===== src/rtl/joypad_i2c_poller_pkg.sv =====
`default_nettype none
// ============================================================================
//  Module   : joypad_i2c_poller_pkg
//  Purpose  : Shared types and constants for the joypad I2C poller.
//  Revision : 1.0  initial release
// ============================================================================
package joypad_i2c_poller_pkg;

    // Transaction FSM states
    typedef enum logic [2:0] {
        IDLE  = 3'd0,
        START = 3'd1,
        WBIT  = 3'd2,
        WACK  = 3'd3,
        RBIT  = 3'd4,
        RACK  = 3'd5,
        STOP  = 3'd6
    } state_t;

    // R/W bit appended to the 7-bit slave address
    localparam logic I2C_WRITE = 1'b0;
    localparam logic I2C_READ  = 1'b1;

    // Register pointer written before every read burst, and burst length
    localparam logic [7:0] JOYPAD_REG_PTR   = 8'h00;
    localparam int         JOYPAD_NUM_BYTES = 2;

    // Controller reports pressed as 0; the game core wants pressed as 1
    function automatic logic [15:0] pack_buttons(input logic [7:0] b0, input logic [7:0] b1);
        return {~b0, ~b1};
    endfunction

endpackage
`default_nettype wire


===== src/rtl/joypad_i2c_poller_quarter_tick.sv =====
`default_nettype none
// ============================================================================
//  Module   : i2c_quarter_tick
//  Purpose  : Divides clk down to one tick per SCL quarter-period. The count
//             is held at zero while disabled so every transaction starts
//             with a full-length first quarter.
//  Revision : 1.0  initial release
// ============================================================================
module i2c_quarter_tick #(
    parameter int QUARTER_DIV = 5
) (
    input  logic clk,
    input  logic rst,
    input  logic en,
    output logic tick
);
    localparam int            CW   = (QUARTER_DIV > 2) ? $clog2(QUARTER_DIV) : 1;
    localparam logic [CW-1:0] LAST = CW'(QUARTER_DIV - 1);

    logic [CW-1:0] cnt;

    // Quarter counter: 0..QUARTER_DIV-1, cleared when disabled
    always_ff @(posedge clk) begin
        if (rst || !en)
            cnt <= '0;
        else if (cnt == LAST)
            cnt <= '0;
        else
            cnt <= cnt + CW'(1);
    end

    assign tick = en && (cnt == LAST);

endmodule
`default_nettype wire


===== src/rtl/joypad_i2c_poller.sv =====
`default_nettype none
// ============================================================================
//  Module   : joypad_i2c_poller
//  Purpose  : Periodic I2C master: writes register pointer 0x00 to the joypad
//             controller, then reads two bytes and publishes them inverted
//             as an active-high button word.
//  Revision : 1.0  initial release
// ============================================================================
module joypad_i2c_poller
    import joypad_i2c_poller_pkg::*;
#(
    parameter int         QUARTER_DIV = 5,
    parameter logic [6:0] DEV_ADDR    = 7'h52,
    parameter int         POLL_DIV    = 33333
) (
    input  logic        clk,
    input  logic        rst,
    output logic        scl_out,
    output logic        sda_out,
    input  logic        sda_in,
    output logic [15:0] buttons,
    output logic        valid,
    output logic        nack_err,
    output logic        busy
);
    localparam int               POLL_W    = $clog2(POLL_DIV);
    localparam logic [POLL_W-1:0] POLL_LAST = POLL_W'(POLL_DIV - 1);
    localparam logic             LAST_BYTE = 1'(JOYPAD_NUM_BYTES - 1);

    state_t            state, state_nxt;
    logic [1:0]        q, q_nxt;
    logic [2:0]        bit_cnt, bit_cnt_nxt;
    logic              byte_idx, byte_idx_nxt;
    logic              phase, phase_nxt;          // 0 = pointer write, 1 = read
    logic              wbyte, wbyte_nxt;          // 0 = address byte, 1 = pointer byte
    logic [7:0]        shreg, shreg_nxt;
    logic [7:0]        byte0, byte0_nxt;
    logic              sampled, sampled_nxt;
    logic              nack_flag, nack_flag_nxt;
    logic              pending, pending_nxt;
    logic [POLL_W-1:0] poll_cnt, poll_cnt_nxt;
    logic              scl_nxt, sda_nxt;
    logic [15:0]       buttons_nxt;
    logic              valid_nxt, nack_err_nxt, busy_nxt;
    logic              sda_meta, sda_sync;
    logic              tick, enter, poll_wrap, data_state;

    i2c_quarter_tick #(.QUARTER_DIV(QUARTER_DIV)) u_tick (
        .clk  (clk),
        .rst  (rst),
        .en   (state != IDLE),
        .tick (tick)
    );

    // Two-flop synchroniser for the asynchronous SDA pad
    always_ff @(posedge clk) begin
        if (rst) begin
            sda_meta <= 1'b1;
            sda_sync <= 1'b1;
        end else begin
            sda_meta <= sda_in;
            sda_sync <= sda_meta;
        end
    end

    // State and registered-output update
    always_ff @(posedge clk) begin
        if (rst) begin
            state     <= IDLE;
            q         <= 2'd0;
            bit_cnt   <= 3'd0;
            byte_idx  <= 1'b0;
            phase     <= 1'b0;
            wbyte     <= 1'b0;
            shreg     <= 8'h00;
            byte0     <= 8'h00;
            sampled   <= 1'b1;
            nack_flag <= 1'b0;
            pending   <= 1'b0;
            poll_cnt  <= '0;
            scl_out   <= 1'b1;
            sda_out   <= 1'b1;
            buttons   <= 16'h0000;
            valid     <= 1'b0;
            nack_err  <= 1'b0;
            busy      <= 1'b0;
        end else begin
            state     <= state_nxt;
            q         <= q_nxt;
            bit_cnt   <= bit_cnt_nxt;
            byte_idx  <= byte_idx_nxt;
            phase     <= phase_nxt;
            wbyte     <= wbyte_nxt;
            shreg     <= shreg_nxt;
            byte0     <= byte0_nxt;
            sampled   <= sampled_nxt;
            nack_flag <= nack_flag_nxt;
            pending   <= pending_nxt;
            poll_cnt  <= poll_cnt_nxt;
            scl_out   <= scl_nxt;
            sda_out   <= sda_nxt;
            buttons   <= buttons_nxt;
            valid     <= valid_nxt;
            nack_err  <= nack_err_nxt;
            busy      <= busy_nxt;
        end
    end

    // Next-state and bus-drive logic; quarter outputs are applied on entry
    always_comb begin
        state_nxt     = state;
        q_nxt         = q;
        bit_cnt_nxt   = bit_cnt;
        byte_idx_nxt  = byte_idx;
        phase_nxt     = phase;
        wbyte_nxt     = wbyte;
        shreg_nxt     = shreg;
        byte0_nxt     = byte0;
        sampled_nxt   = sampled;
        nack_flag_nxt = nack_flag;
        scl_nxt       = scl_out;
        sda_nxt       = sda_out;
        buttons_nxt   = buttons;
        valid_nxt     = 1'b0;
        nack_err_nxt  = nack_err;
        busy_nxt      = busy;
        enter         = 1'b0;

        poll_wrap    = (poll_cnt == POLL_LAST);
        poll_cnt_nxt = poll_wrap ? '0 : poll_cnt + POLL_W'(1);
        pending_nxt  = pending | poll_wrap;
        data_state   = (state == WBIT) || (state == WACK) || (state == RBIT) || (state == RACK);

        if (state == IDLE) begin
            if (pending) begin
                state_nxt     = START;
                q_nxt         = 2'd0;
                pending_nxt   = poll_wrap;
                phase_nxt     = 1'b0;
                nack_flag_nxt = 1'b0;
                busy_nxt      = 1'b1;
                enter         = 1'b1;
            end
        end else if (tick) begin
            if (q != 2'd3) begin
                q_nxt = q + 2'd1;
                case (q)
                    2'd0: begin
                        if (state == START) sda_nxt = 1'b0;
                        else                scl_nxt = 1'b1;
                    end
                    2'd1: begin
                        if (state == START)     scl_nxt = 1'b0;
                        else if (state == STOP) sda_nxt = 1'b1;
                        else                    sampled_nxt = sda_sync;
                    end
                    default: begin
                        if (data_state) scl_nxt = 1'b0;
                    end
                endcase
            end else begin
                q_nxt = 2'd0;
                enter = 1'b1;
                case (state)
                    START: begin
                        shreg_nxt    = {DEV_ADDR, (phase ? I2C_READ : I2C_WRITE)};
                        bit_cnt_nxt  = 3'd0;
                        wbyte_nxt    = 1'b0;
                        byte_idx_nxt = 1'b0;
                        state_nxt    = WBIT;
                    end
                    WBIT: begin
                        shreg_nxt   = {shreg[6:0], 1'b0};
                        bit_cnt_nxt = bit_cnt + 3'd1;
                        if (bit_cnt == 3'd7) state_nxt = WACK;
                    end
                    WACK: begin
                        if (sampled) begin
                            nack_flag_nxt = 1'b1;
                            state_nxt     = STOP;
                        end else if (!phase) begin
                            if (!wbyte) begin
                                shreg_nxt = JOYPAD_REG_PTR;
                                wbyte_nxt = 1'b1;
                                state_nxt = WBIT;
                            end else begin
                                state_nxt = STOP;
                            end
                        end else begin
                            state_nxt = RBIT;
                        end
                    end
                    RBIT: begin
                        shreg_nxt   = {shreg[6:0], sampled};
                        bit_cnt_nxt = bit_cnt + 3'd1;
                        if (bit_cnt == 3'd7) state_nxt = RACK;
                    end
                    RACK: begin
                        if (byte_idx != LAST_BYTE) begin
                            byte0_nxt    = shreg;
                            byte_idx_nxt = byte_idx + 1'b1;
                            state_nxt    = RBIT;
                        end else begin
                            state_nxt = STOP;
                        end
                    end
                    STOP: begin
                        if (nack_flag) begin
                            nack_err_nxt = 1'b1;
                            busy_nxt     = 1'b0;
                            state_nxt    = IDLE;
                        end else if (!phase) begin
                            phase_nxt = 1'b1;
                            state_nxt = START;
                        end else begin
                            buttons_nxt  = pack_buttons(byte0, shreg);
                            valid_nxt    = 1'b1;
                            nack_err_nxt = 1'b0;
                            busy_nxt     = 1'b0;
                            state_nxt    = IDLE;
                        end
                    end
                    default: state_nxt = IDLE;
                endcase
            end
        end

        // Quarter-0 drive of the state being entered
        if (enter) begin
            case (state_nxt)
                IDLE, START: begin scl_nxt = 1'b1; sda_nxt = 1'b1; end
                WBIT:        begin scl_nxt = 1'b0; sda_nxt = shreg_nxt[7]; end
                RACK:        begin scl_nxt = 1'b0; sda_nxt = (byte_idx == LAST_BYTE); end
                STOP:        begin scl_nxt = 1'b0; sda_nxt = 1'b0; end
                default:     begin scl_nxt = 1'b0; sda_nxt = 1'b1; end
            endcase
        end
    end

endmodule
`default_nettype wire


===== config.mk =====
export PLATFORM = sky130hd
export DESIGN_NAME = joypad_i2c_poller
export DESIGN_NICKNAME = d
export VERILOG_FILES = /design/src/rtl/joypad_i2c_poller_pkg.sv /design/src/rtl/joypad_i2c_poller_quarter_tick.sv /design/src/rtl/joypad_i2c_poller.sv
export SDC_FILE = /design/constraint.sdc
export NUM_CORES = 1
export LEC_CHECK = 0
export CAP_MARGIN = 20
export CELL_PAD_IN_SITES_DETAIL_PLACEMENT = 1
export CELL_PAD_IN_SITES_GLOBAL_PLACEMENT = 1
export CORE_AREA = 2 2 107 109
export CTS_CLUSTER_SIZE = 30
export DETAILED_ROUTE_END_ITERATION = 12
export DIE_AREA = 0 0 109 111
export PLACE_DENSITY = 0.59
export RECOVER_POWER = 25
export SLEW_MARGIN = 0
export SYNTH_ARGS = -nofsm -noshare
export SYNTH_HDL_FRONTEND = slang
export SYNTH_HIERARCHICAL = 1
export SYNTH_SLANG_ARGS = --single-unit

===== constraint.sdc =====
create_clock -name clk -period 2.6 [get_ports clk]
set_clock_uncertainty 0.15 [all_clocks]
set_input_delay 0.39 -clock clk [delete_from_list [all_inputs] [get_ports clk]]
set_output_delay 0.39 -clock clk [all_outputs]
set_load 0.02 [all_outputs]

==> report_table.html, run 1 <==
<table>
<tr><th>Metric</th><th>Value</th></tr>
<tr><th colspan="2">Logic synthesis</th></tr>
<tr><td>Dominant synthesized flop cell</td><td>sky130_fd_sc_hd__dfxtp_1</td></tr>
<tr><td>Proportion of netlist area held by the largest area contributor</td><td>44.50%</td></tr>
<tr><td>Number of distinct standard cells referenced by the synthesized netlist</td><td>57</td></tr>
<tr><td>Post-Synthesis Net Count</td><td>380</td></tr>
<tr><td>Instance count of the mapped netlist</td><td>367</td></tr>
<tr><td>Average cell area after synthesis</td><td>8.827 sq um</td></tr>
<tr><td>Proportion of synthesized flip-flops having asynchronous set or reset</td><td>0%</td></tr>
<tr><td>Most numerous cell types in the synthesized netlist</td><td>sky130_fd_sc_hd__dfxtp_1, sky130_fd_sc_hd__nor2_1, sky130_fd_sc_hd__a21oi_1, sky130_fd_sc_hd__nand2_1, sky130_fd_sc_hd__nand3_1</td></tr>
<tr><td>Synth area leaders</td><td>sky130_fd_sc_hd__dfxtp_1, sky130_fd_sc_hd__nor2_1, sky130_fd_sc_hd__ha_1, sky130_fd_sc_hd__a21oi_1, sky130_fd_sc_hd__mux2i_1</td></tr>
<tr><td>Cell taking the most area after synthesis</td><td>sky130_fd_sc_hd__dfxtp_1</td></tr>
<tr><td>Count of warnings emitted by yosys</td><td>6</td></tr>
<tr><td>Sequential area share after synthesis</td><td>44.50%</td></tr>
<tr><td>Post-synthesis instance area</td><td>0.003239 sq mm</td></tr>
<tr><td>Most common cell in the synthesized netlist</td><td>sky130_fd_sc_hd__dfxtp_1</td></tr>
<tr><td>Flip-flop and latch count after synthesis</td><td>72</td></tr>
<tr><td>Number of flops mapped to enable cells by yosys</td><td>0</td></tr>
<tr><th colspan="2">Power</th></tr>
<tr><td>Total power after layout</td><td>2.395 mW</td></tr>
<tr><td>Leakage dissipation</td><td>1.548 nW</td></tr>
<tr><td>Largest vdd supply drop</td><td>0.3507 mV</td></tr>
<tr><td>Cell Pwr Density</td><td>611.3 mW/mm^2</td></tr>
<tr><th colspan="2">Final layout</th></tr>
<tr><td>Finished Layout Cells</td><td>542</td></tr>
<tr><td>Share of final-layout standard cells stronger than drive strength 1</td><td>11.03%</td></tr>
<tr><td>Layout-stage area growth over the synthesis result</td><td>20.97%</td></tr>
<tr><td>Number of nets in the final layout</td><td>407</td></tr>
<tr><td>Count of inserted antenna diode cells</td><td>0</td></tr>
<tr><th colspan="2">Worst setup path</th></tr>
<tr><td>Endpoint arrival time on the critical path</td><td>2.43 ns</td></tr>
<tr><td>Delay-heaviest family, CP</td><td>simple AND/OR/NAND/NOR gates</td></tr>
<tr><td>Sort of element at the end of the critical path</td><td>flip-flop</td></tr>
<tr><td>Delay of the slowest cell on the worst path</td><td>0.37 ns</td></tr>
<tr><td>Max FO, Critical Path</td><td>8</td></tr>
<tr><td>Type of origin of the critical path</td><td>flip-flop</td></tr>
<tr><td>WP buf/inv</td><td>2</td></tr>
<tr><td>Critical Path RT</td><td>2.64 ns</td></tr>
<tr><td>Sequence of cells on the critical path</td><td>inv_1 &gt; ha_1 &gt; and3_1 &gt; buf_4 &gt; and4b_1 &gt; a221o_1 &gt; nor2_1 &gt; o211a_1 &gt; o311ai_1</td></tr>
<tr><td>Kind of critical path</td><td>reg2reg</td></tr>
<tr><td>Slowest-stage cell, CP</td><td>sky130_fd_sc_hd__dfxtp_1</td></tr>
<tr><th colspan="2">Timing</th></tr>
<tr><td>Slew margin rel.</td><td>62.39%</td></tr>
<tr><td>Setup Viol. Count Final</td><td>0</td></tr>
<tr><td>Total count of hold-check failures in the final report</td><td>0</td></tr>
<tr><td>Fin crit share</td><td>91.93%</td></tr>
<tr><td>Number of slew-limit violations in the final report</td><td>0</td></tr>
<tr><td>Total Neg Setup Slack</td><td>0 ns</td></tr>
<tr><td>Min cycle time layout</td><td>2.390 ns</td></tr>
<tr><td>RSZ-0062 raised after global routing</td><td>false</td></tr>
<tr><td>Achievable clock frequency</td><td>418.4 MHz</td></tr>
<tr><td>Actual transition at the worst max-transition pin</td><td>0.5589 ns</td></tr>
<tr><th colspan="2">Clocking</th></tr>
<tr><td>TritonCTS clock tree</td><td>yes</td></tr>
<tr><td>Largest buffer count on any clock path</td><td>2</td></tr>
<tr><td>CTS resizes</td><td>0</td></tr>
<tr><td>Clk pin slew, worst setup/hold paths</td><td>0.06 ns</td></tr>
<tr><td>Number of CTS-inserted buffers</td><td>9</td></tr>
<tr><td>Cts hold-fix bufs</td><td>0</td></tr>
<tr><td>Level count of the clock H-tree</td><td>3</td></tr>
<tr><td>Cell chosen for the clock root</td><td>sky130_fd_sc_hd__clkbuf_16</td></tr>
<tr><td>Clock latency on the worst-skew pair</td><td>0.33 ns</td></tr>
<tr><td>Post-CTS setup buffer count</td><td>0</td></tr>
<tr><td>Clk sink count</td><td>72</td></tr>
<tr><th colspan="2">Floorplan</th></tr>
<tr><td>Die outline area</td><td>0.01210 sq mm</td></tr>
<tr><td>Die span in y</td><td>111 um</td></tr>
<tr><td>Core area</td><td>0.01108 sq mm</td></tr>
<tr><td>Cell Rows</td><td>39</td></tr>
<tr><td>Initial cell density of the core</td><td>29.24%</td></tr>
<tr><td>Count of boundary I/O pins</td><td>24</td></tr>
<tr><td>Die width</td><td>109 um</td></tr>
<tr><th colspan="2">Drt</th></tr>
<tr><td>Total detailed-routing wirelength</td><td>8087 um</td></tr>
<tr><td>DRT Pass-1 Iters</td><td>4</td></tr>
<tr><td>Antenna viol nets, final</td><td>0</td></tr>
<tr><td>Number of vias after detailed routing</td><td>2,681</td></tr>
<tr><td>Detailed router's first-iteration violation count</td><td>98</td></tr>
<tr><td>DR WL/cell</td><td>14.92 um</td></tr>
<tr><td>Detail-routed via count per cell</td><td>4.946</td></tr>
<tr><td>Number of remaining DRC errors</td><td>0</td></tr>
<tr><th colspan="2">Global routing</th></tr>
<tr><td>Sum of overflow across all layers after global routing</td><td>0</td></tr>
<tr><td>Maximum number of pins on one net before global-route repair</td><td>53</td></tr>
<tr><td>Vias in the first global route</td><td>2,836</td></tr>
<tr><td>Number of antenna violations at the first check in global routing</td><td>0</td></tr>
<tr><td>First-pass GRT wire length</td><td>13,970 um</td></tr>
<tr><td>Global routing usage summed across all routing layers</td><td>14.54%</td></tr>
<tr><th colspan="2">Placement</th></tr>
<tr><td>HPWL Detailed</td><td>5646 um</td></tr>
<tr><td>Post-Place Cells</td><td>526</td></tr>
<tr><td>Routability congestion estimate from global placement</td><td>0.8411</td></tr>
<tr><td>Count of port buffers added during placement</td><td>23</td></tr>
<tr><th colspan="2">Run status</th></tr>
<tr><td>Outcome</td><td>finished, final reports clean</td></tr>
<tr><th colspan="2">Hold path</th></tr>
<tr><td>Type of the most critical hold path</td><td>reg2reg</td></tr>
<tr><th colspan="2">Flow run</th></tr>
<tr><td>Max Cap Violations</td><td>0</td></tr>
</table>
power breakdown:
group          leakage (nW)  total, mW  switching, mW  internal [mW]
Combinational         0.821     0.0324         0.0232        0.00920
Sequential            0.581       1.11        0.00504           1.11
Clock                 0.146       1.25          0.499          0.751
final timing paths:
check | startpoint | end | slack [ns] | depth (start not counted)
min | sda_meta | sda_sync | 0.27 | 1
min reg2reg | sda_meta | sda_sync | 0.27 | 1
max | u_tick/cnt[0] | sda_out | 0.21 | 9
max reg2reg | u_tick/cnt[0] | sda_out | 0.21 | 9
layer usage:
layer	up-vias	GRT usage, %	part of all wire, %
met5	-	0	0
met4	0	5.385	1.6
met3	12	2.528	2.6
met2	34	24.14	49
met1	1297	18.62	47
li1	1338	-	-
cell usage in the layout, fill, tap and decap left out, types with 4 or more instances in the layout:
| cell | instances |
|---|---|
| sky130_fd_sc_hd__clkdlybuf4s50_1 | 9 |
| sky130_fd_sc_hd__buf_4 | 12 |
| sky130_fd_sc_hd__inv_1 | 9 |
| sky130_fd_sc_hd__nand2b_1 | 4 |
| sky130_fd_sc_hd__a211oi_1 | 11 |
| sky130_fd_sc_hd__nor2b_1 | 4 |
| sky130_fd_sc_hd__nor3_1 | 10 |
| sky130_fd_sc_hd__and3_1 | 5 |
| sky130_fd_sc_hd__nor4_1 | 5 |
| sky130_fd_sc_hd__dfxtp_1 | 72 |
| sky130_fd_sc_hd__nand2_1 | 22 |
| sky130_fd_sc_hd__xnor2_1 | 6 |
| sky130_fd_sc_hd__a21oi_1 | 23 |
| sky130_fd_sc_hd__nand3_1 | 16 |
| sky130_fd_sc_hd__mux2i_1 | 9 |
| sky130_fd_sc_hd__nor2_1 | 69 |
| sky130_fd_sc_hd__ha_1 | 10 |
| sky130_fd_sc_hd__dlygate4sd3_1 | 13 |
| sky130_fd_sc_hd__a31oi_1 | 8 |
| sky130_fd_sc_hd__xor2_1 | 9 |
| sky130_fd_sc_hd__clkbuf_16 | 9 |
cells by family after synthesis:
group	after synthesis	synth area share (%)
AO/OA/AOI/OAI	67	13.75
XOR/XNOR	15	4.056
adder cells (fa/ha/maj)	10	3.862
buffers and inverters	31	4.982
flip-flops	72	44.50
multiplexers	10	3.129
AND/OR/NAND/NOR	162	25.72
through the flow:
| stage | hold WS (ns) | cell area [sq um] | setup WS [ns] | util [%] |
|---|---|---|---|---|
| 6_report | 0.2665 | 3919 | 0.2099 | 35.38 |
| 5_1_grt | 0.2739 | 3919 | 0.03754 | 35.38 |
| 4_1_cts | 0.2639 | 3924 | 0.2456 | 35.42 |
| 3_5_place_dp | 0.2514 | 3621 | 0.2501 | 32.69 |
| 3_3_place_gp | 0.2513 | 3621 | 0.3104 | 32.69 |
| 2_1_floorplan | 0.2395 | 3239 | 0.2988 | - |
worst reg2reg max path, cell delays in order (launching register included):
cell and delay [ns]:
sky130_fd_sc_hd__dfxtp_1 0.37, sky130_fd_sc_hd__inv_1 0.06, sky130_fd_sc_hd__ha_1 0.21, sky130_fd_sc_hd__and3_1 0.27, sky130_fd_sc_hd__buf_4 0.19, sky130_fd_sc_hd__and4b_1 0.17, sky130_fd_sc_hd__a221o_1 0.31, sky130_fd_sc_hd__nor2_1 0.22
sky130_fd_sc_hd__o211a_1 0.21, sky130_fd_sc_hd__o311ai_1 0.10
state kept, by name, summed over array words and instances, names as in the netlist, 2 cells and up:
register	count
state	3
shreg	8
u_tick/cnt	3
buttons	16
q	2
bit_cnt	3
poll_cnt	16
byte0	8
area by class of cell:
type,count,area [sq um]
well taps,143,178.9
repair buffers,36,317.8
clock buffers,9,225.2
fillers,1291,7158
flip-flops and latches,72,1441
multi-input cells,264,1637
inverters,11,41.29
clock inverters,7,77.57
No activity file was read; power rests on OpenSTA's default activity.
==> inputs of run 2 (changes only) <==
Settings changed: CORE_AREA 2 2 107 109 to 2 2 82 143, DIE_AREA 0 0 109 111 to 0 0 84 145.
==> run 2 against run 1 <==
  * Count of clock-buffer cells in the layout up 1
  * Final cell count down 2.4%
  * Cell area is 0.83% lower
  * Critical path type unchanged
  * Critical endpoint unchanged
==> report_table.html, run 2 (synthesized netlist as in run 1, its figures left out) <==
<table>
<tr><th>Metric</th><th>Value</th></tr>
<tr><th colspan="2">Run status</th></tr>
<tr><td>Outcome</td><td>finished, final reports clean</td></tr>
<tr><th colspan="2">Global routing</th></tr>
<tr><td>Vias in the first global route</td><td>2,783 (-1.9%)</td></tr>
<tr><td>Sum of overflow across all layers after global routing</td><td>0 (unchanged)</td></tr>
<tr><td>Maximum number of pins on one net before global-route repair</td><td>53 (unchanged)</td></tr>
<tr><td>First-pass GRT wire length</td><td>13,610 um (-2.5%)</td></tr>
<tr><td>Global routing usage summed across all routing layers</td><td>14.11% (-0.43 points)</td></tr>
<tr><td>Number of antenna violations at the first check in global routing</td><td>0 (unchanged)</td></tr>
<tr><th colspan="2">Floorplan</th></tr>
<tr><td>Die span in y</td><td>145 um (+31%)</td></tr>
<tr><td>Initial cell density of the core</td><td>29.34% (+0.099 points)</td></tr>
<tr><td>Core area</td><td>0.01104 sq mm (-0.34%)</td></tr>
<tr><td>Count of boundary I/O pins</td><td>24 (unchanged)</td></tr>
<tr><td>Cell Rows</td><td>51 (+31%)</td></tr>
<tr><td>Die outline area</td><td>0.01218 sq mm (+0.67%)</td></tr>
<tr><td>Die width</td><td>84 um (-23%)</td></tr>
<tr><th colspan="2">Worst setup path</th></tr>
<tr><td>WP buf/inv</td><td>1 (-1)</td></tr>
<tr><td>Type of origin of the critical path</td><td>flip-flop</td></tr>
<tr><td>Critical Path RT</td><td>2.65 ns (about the same)</td></tr>
<tr><td>End of the worst register-to-register path</td><td>sda_out</td></tr>
<tr><td>Max FO, Critical Path</td><td>11 (+3)</td></tr>
<tr><td>Sort of element at the end of the critical path</td><td>flip-flop</td></tr>
<tr><td>Kind of critical path</td><td>reg2reg</td></tr>
<tr><td>Depth of the worst register-to-register path</td><td>8 (-1)</td></tr>
<tr><td>R2r startpoint</td><td>u_tick/cnt[0]</td></tr>
<tr><td>Slowest-stage cell, CP</td><td>sky130_fd_sc_hd__and3_1</td></tr>
<tr><td>Sequence of cells on the critical path</td><td>inv_1 &gt; ha_1 &gt; and3_1 &gt; nand2_1 &gt; a221o_1 &gt; nor2_1 &gt; o211a_1 &gt; o311ai_1</td></tr>
<tr><td>Worst setup slack for register-to-register paths</td><td>0.19 ns (-0.02 ns)</td></tr>
<tr><td>Delay-heaviest family, CP</td><td>simple AND/OR/NAND/NOR gates</td></tr>
<tr><td>Endpoint arrival time on the critical path</td><td>2.46 ns (+0.03 ns)</td></tr>
<tr><td>Delay of the slowest cell on the worst path</td><td>0.46 ns (+0.09 ns)</td></tr>
<tr><th colspan="2">Power</th></tr>
<tr><td>Seq pwr share</td><td>47.0% (+0.5 points)</td></tr>
<tr><td>Cell Pwr Density</td><td>610.1 mW/mm^2 (-0.18%)</td></tr>
<tr><td>Logic pwr share</td><td>1.3% (about the same)</td></tr>
<tr><td>Fraction of power spent switching nets</td><td>20.71% (-1.3 points)</td></tr>
<tr><td>Leakage dissipation</td><td>1.561 nW (+0.78%)</td></tr>
<tr><td>Proportion of power drawn by the clock network</td><td>51.7% (-0.5 points)</td></tr>
<tr><td>Largest vdd supply drop</td><td>0.3185 mV (-9.2%)</td></tr>
<tr><td>Sw power</td><td>0.4911 mW (-6.8%)</td></tr>
<tr><td>Internal Power</td><td>1.880 mW (+0.62%)</td></tr>
<tr><th colspan="2">Clocking</th></tr>
<tr><td>Post-CTS setup buffer count</td><td>0 (unchanged)</td></tr>
<tr><td>Clock latency on the worst-skew pair</td><td>0.33 ns (about the same)</td></tr>
<tr><td>Cell chosen for the clock root</td><td>sky130_fd_sc_hd__clkbuf_16</td></tr>
<tr><td>Number of CTS-inserted buffers</td><td>9 (unchanged)</td></tr>
<tr><td>Largest buffer count on any clock path</td><td>2 (unchanged)</td></tr>
<tr><td>CTS resizes</td><td>0 (unchanged)</td></tr>
<tr><td>Clk pin slew, worst setup/hold paths</td><td>0.06 ns (about the same)</td></tr>
<tr><td>Clk sink count</td><td>72 (unchanged)</td></tr>
<tr><td>Level count of the clock H-tree</td><td>3 (unchanged)</td></tr>
<tr><td>Cts hold-fix bufs</td><td>0 (unchanged)</td></tr>
<tr><td>TritonCTS clock tree</td><td>yes</td></tr>
<tr><th colspan="2">Timing</th></tr>
<tr><td>Fin crit share</td><td>92.51% (+0.59 points)</td></tr>
<tr><td>Slew margin rel.</td><td>29.16% (-33 points)</td></tr>
<tr><td>Total Neg Setup Slack</td><td>0 ns (unchanged)</td></tr>
<tr><td>Number of slew-limit violations in the final report</td><td>0 (unchanged)</td></tr>
<tr><td>Min cycle time layout</td><td>2.405 ns (+0.01523 ns)</td></tr>
<tr><td>Setup Viol. Count Final</td><td>0 (unchanged)</td></tr>
<tr><td>RSZ-0062 raised after global routing</td><td>false</td></tr>
<tr><td>Total count of hold-check failures in the final report</td><td>0 (unchanged)</td></tr>
<tr><td>Actual transition at the worst max-transition pin</td><td>1.063 ns (+0.5037 ns)</td></tr>
<tr><td>Achievable clock frequency</td><td>415.7 MHz (-0.63%)</td></tr>
<tr><th colspan="2">Drt</th></tr>
<tr><td>Number of vias after detailed routing</td><td>2,671 (-0.37%)</td></tr>
<tr><td>Antenna viol nets, final</td><td>0 (unchanged)</td></tr>
<tr><td>Detail-routed via count per cell</td><td>5.049 (+2.1%)</td></tr>
<tr><td>Total detailed-routing wirelength</td><td>8236 um (+1.8%)</td></tr>
<tr><td>DR WL/cell</td><td>15.57 um (+4.3%)</td></tr>
<tr><td>Detailed router's first-iteration violation count</td><td>78 (-20%)</td></tr>
<tr><td>DRT Pass-1 Iters</td><td>4 (unchanged)</td></tr>
<tr><td>Number of remaining DRC errors</td><td>0 (unchanged)</td></tr>
<tr><th colspan="2">Flow run</th></tr>
<tr><td>Max Cap Violations</td><td>0 (unchanged)</td></tr>
<tr><th colspan="2">Hold path</th></tr>
<tr><td>Start point of the worst hold path</td><td>sda_meta</td></tr>
<tr><td>Type of the most critical hold path</td><td>reg2reg</td></tr>
<tr><td>Hold Crit Endpoint</td><td>sda_sync</td></tr>
<tr><td>Worst Hold Depth</td><td>1 (unchanged)</td></tr>
<tr><th colspan="2">Final layout</th></tr>
<tr><td>Count of inserted antenna diode cells</td><td>0 (unchanged)</td></tr>
<tr><td>Util after Layout</td><td>35.20% (-0.17 points)</td></tr>
<tr><td>Largest registers ranked by flip-flop count</td><td>buttons (16), poll_cnt (16)</td></tr>
<tr><td>Layout-stage area growth over the synthesis result</td><td>19.97%</td></tr>
<tr><td>Total area of multi-input combinational cells</td><td>0.001637 sq mm (unchanged)</td></tr>
<tr><td>Area occupied by registers</td><td>0.001441 sq mm (unchanged)</td></tr>
<tr><td>Commonest non-fill, non-tap cell in the layout</td><td>sky130_fd_sc_hd__dfxtp_1</td></tr>
<tr><td>Commonest cells after routing, fill and taps aside</td><td>sky130_fd_sc_hd__dfxtp_1, sky130_fd_sc_hd__nor2_1, sky130_fd_sc_hd__a21oi_1</td></tr>
<tr><td>Summed area of non-filler cells in the final layout</td><td>0.003886 sq mm (-0.83%)</td></tr>
<tr><td>Filler cell count</td><td>1,319 (+2.2%)</td></tr>
<tr><td>Share of final-layout standard cells stronger than drive strength 1</td><td>10.83% (-0.20 points)</td></tr>
<tr><td>Number of nets in the final layout</td><td>405 (-0.49%)</td></tr>
<tr><th colspan="2">Placement</th></tr>
<tr><td>Routability congestion estimate from global placement</td><td>0.7737 (-8.0%)</td></tr>
<tr><td>Count of port buffers added during placement</td><td>23 (unchanged)</td></tr>
<tr><td>HPWL Detailed</td><td>6001 um (+6.3%)</td></tr>
<tr><td>Placed instance area</td><td>0.003592 sq mm (-0.79%)</td></tr>
</table>
run 2: routing by layer:
layer	vias up	wire (um)	global-route usage (%)
met5	-	0	0
met4	0	190	6.290
met1	1298	3405	15.25
met3	15	148	2.787
li1	1335	-	-
met2	23	4492	25.96
run 2: metrics by stage:
stage	std cells	hold WS (ns)	setup WS [ns]	total power, mW
4_1_cts	529	0.2631	0.2188	2.409
6_report	529	0.2590	0.1947	2.371
2_1_floorplan	367	0.2395	0.2988	1.160
5_1_grt	529	0.2703	0.003330	2.458
3_5_place_dp	513	0.2488	0.2193	1.171
3_3_place_gp	513	0.2448	0.2681	1.171
run 2: layout make-up:
class	count	share of cell area, %
multi-input combinational	264	42.11
sequential	72	37.09
timing repair buffer	34	7.824
clock buffer	10	6.149
tap	132	4.250
clock inverter	6	1.513
inverter	11	1.062
run 2: worst max-delay path by stage:
stage / slack [ns] / end / from / cells past startpoint
6_report: 0.19 / sda_out / u_tick/cnt[0] / 8
5_1_grt: 0.003 / sda_out / u_tick/cnt[0] / 8
4_1_cts: 0.22 / sda_out / u_tick/cnt[0] / 8
3_5_place_dp: 0.22 / busy / u_tick/cnt[0] / 8
3_3_place_gp: 0.27 / sda_out / u_tick/cnt[0] / 8
2_1_floorplan: 0.30 / busy / state[2] / 10
run 2: power by group through the flow:
stage          sequential (mW)  clock (mW)  combinational (mW)
6_report                  1.11        1.23              0.0311
5_1_grt                   1.11        1.31              0.0362
4_1_cts                   1.11        1.26              0.0332
3_5_place_dp              1.14           0              0.0331
3_3_place_gp              1.14           0              0.0331
2_1_floorplan             1.14           0              0.0228
==> inputs of run 3 (changes only) <==
Clock period 2.6 ns to 2.3 ns, I/O delays scaled along.
==> run 3 against run 2 <==
  * Setup slack got worse by 0.096 ns
  * Critical path depth unchanged
  * Register-to-register slack got worse by 0.096 ns
  * Combinational power increased by 16%
  * Global-route usage increased by 0.31 points
  * Critical endpoint unchanged
==> report_table.html, run 3 (synthesized netlist as in run 1, its figures left out) <==
<table>
<tr><th>Metric</th><th>Value</th></tr>
<tr><th colspan="2">Placement</th></tr>
<tr><td>Count of port buffers added during placement</td><td>23 (unchanged)</td></tr>
<tr><td>Post-Place Cells</td><td>520 (+1.4%)</td></tr>
<tr><td>HPWL Detailed</td><td>6115 um (+1.9%)</td></tr>
<tr><td>Placed instance area</td><td>0.003664 sq mm (+2.0%)</td></tr>
<tr><td>Worst-case setup slack after placement</td><td>0.03523 ns (-0.1841 ns)</td></tr>
<tr><td>Routability congestion estimate from global placement</td><td>0.7992 (+3.3%)</td></tr>
<tr><th colspan="2">Timing</th></tr>
<tr><td>Min cycle time layout</td><td>2.201 ns (-0.2042 ns)</td></tr>
<tr><td>Achievable clock frequency</td><td>454.3 MHz (+9.3%)</td></tr>
<tr><td>Actual transition at the worst max-transition pin</td><td>0.5586 ns (-0.5040 ns)</td></tr>
<tr><td>Minimum setup slack in the final design</td><td>0.09888 ns (-0.09581 ns)</td></tr>
<tr><td>Total count of hold-check failures in the final report</td><td>0 (unchanged)</td></tr>
<tr><td>Total Neg Setup Slack</td><td>0 ns (unchanged)</td></tr>
<tr><td>Slew margin rel.</td><td>62.76% (+34 points)</td></tr>
<tr><td>Setup Viol. Count Final</td><td>0 (unchanged)</td></tr>
<tr><td>RSZ-0062 raised after global routing</td><td>false</td></tr>
<tr><td>Number of slew-limit violations in the final report</td><td>0 (unchanged)</td></tr>
<tr><td>Fin crit share</td><td>95.70% (+3.2 points)</td></tr>
<tr><th colspan="2">Drt</th></tr>
<tr><td>Detailed router's first-iteration violation count</td><td>112 (+44%)</td></tr>
<tr><td>Antenna viol nets, final</td><td>0 (unchanged)</td></tr>
<tr><td>Total detailed-routing wirelength</td><td>8533 um (+3.6%)</td></tr>
<tr><td>DR WL/cell</td><td>15.92 um (+2.3%)</td></tr>
<tr><td>Detail-routed via count per cell</td><td>5.118 (+1.4%)</td></tr>
<tr><td>Number of remaining DRC errors</td><td>0 (unchanged)</td></tr>
<tr><td>DRT Pass-1 Iters</td><td>4 (unchanged)</td></tr>
<tr><td>Number of vias after detailed routing</td><td>2,743 (+2.7%)</td></tr>
<tr><th colspan="2">Floorplan</th></tr>
<tr><td>Cell Rows</td><td>51 (unchanged)</td></tr>
<tr><td>Count of boundary I/O pins</td><td>24 (unchanged)</td></tr>
<tr><td>Die width</td><td>84 um (unchanged)</td></tr>
<tr><td>Die outline area</td><td>0.01218 sq mm (unchanged)</td></tr>
<tr><td>Die span in y</td><td>145 um (unchanged)</td></tr>
<tr><td>Core area</td><td>0.01104 sq mm (unchanged)</td></tr>
<tr><td>Initial cell density of the core</td><td>29.34% (unchanged)</td></tr>
<tr><th colspan="2">Clocking</th></tr>
<tr><td>Cell chosen for the clock root</td><td>sky130_fd_sc_hd__clkbuf_16</td></tr>
<tr><td>Clock latency on the worst-skew pair</td><td>0.33 ns (about the same)</td></tr>
<tr><td>Clk sink count</td><td>72 (unchanged)</td></tr>
<tr><td>Number of CTS-inserted buffers</td><td>9 (unchanged)</td></tr>
<tr><td>CTS resizes</td><td>0 (unchanged)</td></tr>
<tr><td>Level count of the clock H-tree</td><td>3 (unchanged)</td></tr>
<tr><td>TritonCTS clock tree</td><td>yes</td></tr>
<tr><td>Clk pin slew, worst setup/hold paths</td><td>0.06 ns (about the same)</td></tr>
<tr><td>Cts hold-fix bufs</td><td>0 (unchanged)</td></tr>
<tr><td>Largest buffer count on any clock path</td><td>2 (unchanged)</td></tr>
<tr><td>Post-CTS setup buffer count</td><td>0 (unchanged)</td></tr>
<tr><th colspan="2">Global routing</th></tr>
<tr><td>Maximum number of pins on one net before global-route repair</td><td>53 (unchanged)</td></tr>
<tr><td>Vias in the first global route</td><td>2,803 (+0.72%)</td></tr>
<tr><td>M1 GR Usage</td><td>14.77% (-0.48 points)</td></tr>
<tr><td>Sum of overflow across all layers after global routing</td><td>0 (unchanged)</td></tr>
<tr><td>Global routing usage summed across all routing layers</td><td>14.42% (+0.31 points)</td></tr>
<tr><td>Grt peak-use layer</td><td>met2</td></tr>
<tr><td>Met2 usage in global routing</td><td>27.00% (+1.0 points)</td></tr>
<tr><td>Number of antenna violations at the first check in global routing</td><td>0 (unchanged)</td></tr>
<tr><td>First-pass GRT wire length</td><td>13,930 um (+2.3%)</td></tr>
<tr><td>Met3 usage in global routing</td><td>2.389% (-0.40 points)</td></tr>
<tr><th colspan="2">Power</th></tr>
<tr><td>Leakage dissipation</td><td>1.595 nW (+2.2%)</td></tr>
<tr><td>Cell Pwr Density</td><td>697.5 mW/mm^2 (+14%)</td></tr>
<tr><td>Largest vdd supply drop</td><td>0.4564 mV (+43%)</td></tr>
<tr><th colspan="2">Run status</th></tr>
<tr><td>Outcome</td><td>finished, final reports clean</td></tr>
<tr><th colspan="2">Hold path</th></tr>
<tr><td>Worst Hold Depth</td><td>1 (unchanged)</td></tr>
<tr><td>Type of the most critical hold path</td><td>reg2reg</td></tr>
<tr><td>Start point of the worst hold path</td><td>sda_meta</td></tr>
<tr><td>Hold Crit Endpoint</td><td>sda_sync</td></tr>
<tr><th colspan="2">Worst setup path</th></tr>
<tr><td>R2r startpoint</td><td>u_tick/cnt[0]</td></tr>
<tr><td>Sort of element at the end of the critical path</td><td>flip-flop</td></tr>
<tr><td>Critical Path RT</td><td>2.34 ns (-0.31 ns)</td></tr>
<tr><td>End of the worst register-to-register path</td><td>sda_out</td></tr>
<tr><td>Depth of the worst register-to-register path</td><td>8 (unchanged)</td></tr>
<tr><td>Worst setup slack for register-to-register paths</td><td>0.1 ns (-0.10 ns)</td></tr>
<tr><td>Kind of critical path</td><td>reg2reg</td></tr>
<tr><td>Max FO, Critical Path</td><td>8 (-3)</td></tr>
<tr><td>Setup crit start</td><td>u_tick/cnt[0]</td></tr>
<tr><td>Type of origin of the critical path</td><td>flip-flop</td></tr>
<tr><td>Endpoint arrival time on the critical path</td><td>2.24 ns (-0.22 ns)</td></tr>
<tr><th colspan="2">Final layout</th></tr>
<tr><td>Filler cell count</td><td>1,315 (-0.30%)</td></tr>
<tr><td>Count of inserted antenna diode cells</td><td>0 (unchanged)</td></tr>
<tr><td>Commonest non-fill, non-tap cell in the layout</td><td>sky130_fd_sc_hd__dfxtp_1</td></tr>
<tr><td>Number of nets in the final layout</td><td>412 (+1.7%)</td></tr>
<tr><td>Share of final-layout standard cells stronger than drive strength 1</td><td>14.11% (+3.3 points)</td></tr>
<tr><td>Summed area of non-filler cells in the final layout</td><td>0.004009 sq mm (+3.2%)</td></tr>
<tr><td>Layout-stage area growth over the synthesis result</td><td>23.75%</td></tr>
<tr><td>Largest registers ranked by flip-flop count</td><td>buttons (16), poll_cnt (16)</td></tr>
<tr><td>Finished Layout Cells</td><td>536 (+1.3%)</td></tr>
<tr><td>Commonest cells after routing, fill and taps aside</td><td>sky130_fd_sc_hd__dfxtp_1, sky130_fd_sc_hd__nor2_1, sky130_fd_sc_hd__a21oi_1</td></tr>
<tr><td>Util after Layout</td><td>36.31% (+1.1 points)</td></tr>
<tr><th colspan="2">Flow run</th></tr>
<tr><td>Max Cap Violations</td><td>0 (unchanged)</td></tr>
</table>
## run 3: cell types whose count changed in the layout (fill, tap and decap cells not counted), sizes merged
cell	before	now
buf	10	17
bufinv	1	2
clkbuf	12	11
clkdlybuf4s50	7	9
clkinv	5	3
clkinvlp	0	1
dlygate4sd3	15	13
inv	11	12
## run 3: routing by layer
layer	share of wire, %	wire length (um)
met1	40	3431
met2	54	4628
met3	2.1	180
met4	3.4	293
met5	0	0
## run 3: worst max path at each step
stage | cells after the start | end
CTS | 8 | sda_out
global route | 8 | busy
finish | 8 | sda_out
detailed placement | 8 | sda_out
global placement | 8 | sda_out
floorplan | 10 | busy
## run 3: power breakdown
| part | internal [mW] | switching, mW | leakage [nW] |
|---|---|---|---|
| combinational | 0.0100 | 0.0261 | 0.858 |
| sequential | 1.25 | 0.00555 | 0.581 |
| clock | 0.951 | 0.551 | 0.156 |
## run 3: stage by stage
stage / total power [mW] / hold slack, ns
floorplan: 1.311 / 0.2395
global placement: 1.323 / 0.2427
detailed placement: 1.324 / 0.2470
CTS: 2.832 / 0.2256
global route: 2.883 / 0.2789
finish: 2.796 / 0.2587
## run 3: cell type report
| type | count | area [sq um] | share of cell area (%) |
|---|---|---|---|
| timing repair buffer | 41 | 367.9 | 9.176 |
| tap | 132 | 165.2 | 4.120 |
| multi-input combinational | 264 | 1673 | 41.73 |
| inverter | 11 | 41.29 | 1.030 |
| clock buffer | 9 | 225.2 | 5.618 |
| sequential | 72 | 1441 | 35.96 |
| clock inverter | 7 | 95.09 | 2.372 |
## run 3: worst max-delay path, stage by stage (launching register included)
cell                       delay, ns
sky130_fd_sc_hd__dfxtp_1        0.35
sky130_fd_sc_hd__inv_1          0.05
sky130_fd_sc_hd__ha_1           0.21
sky130_fd_sc_hd__and3_2         0.28
sky130_fd_sc_hd__and2_2         0.24
sky130_fd_sc_hd__a32oi_2        0.21
sky130_fd_sc_hd__nand2_2        0.11
sky130_fd_sc_hd__nor4_1         0.32
sky130_fd_sc_hd__o311ai_1       0.13
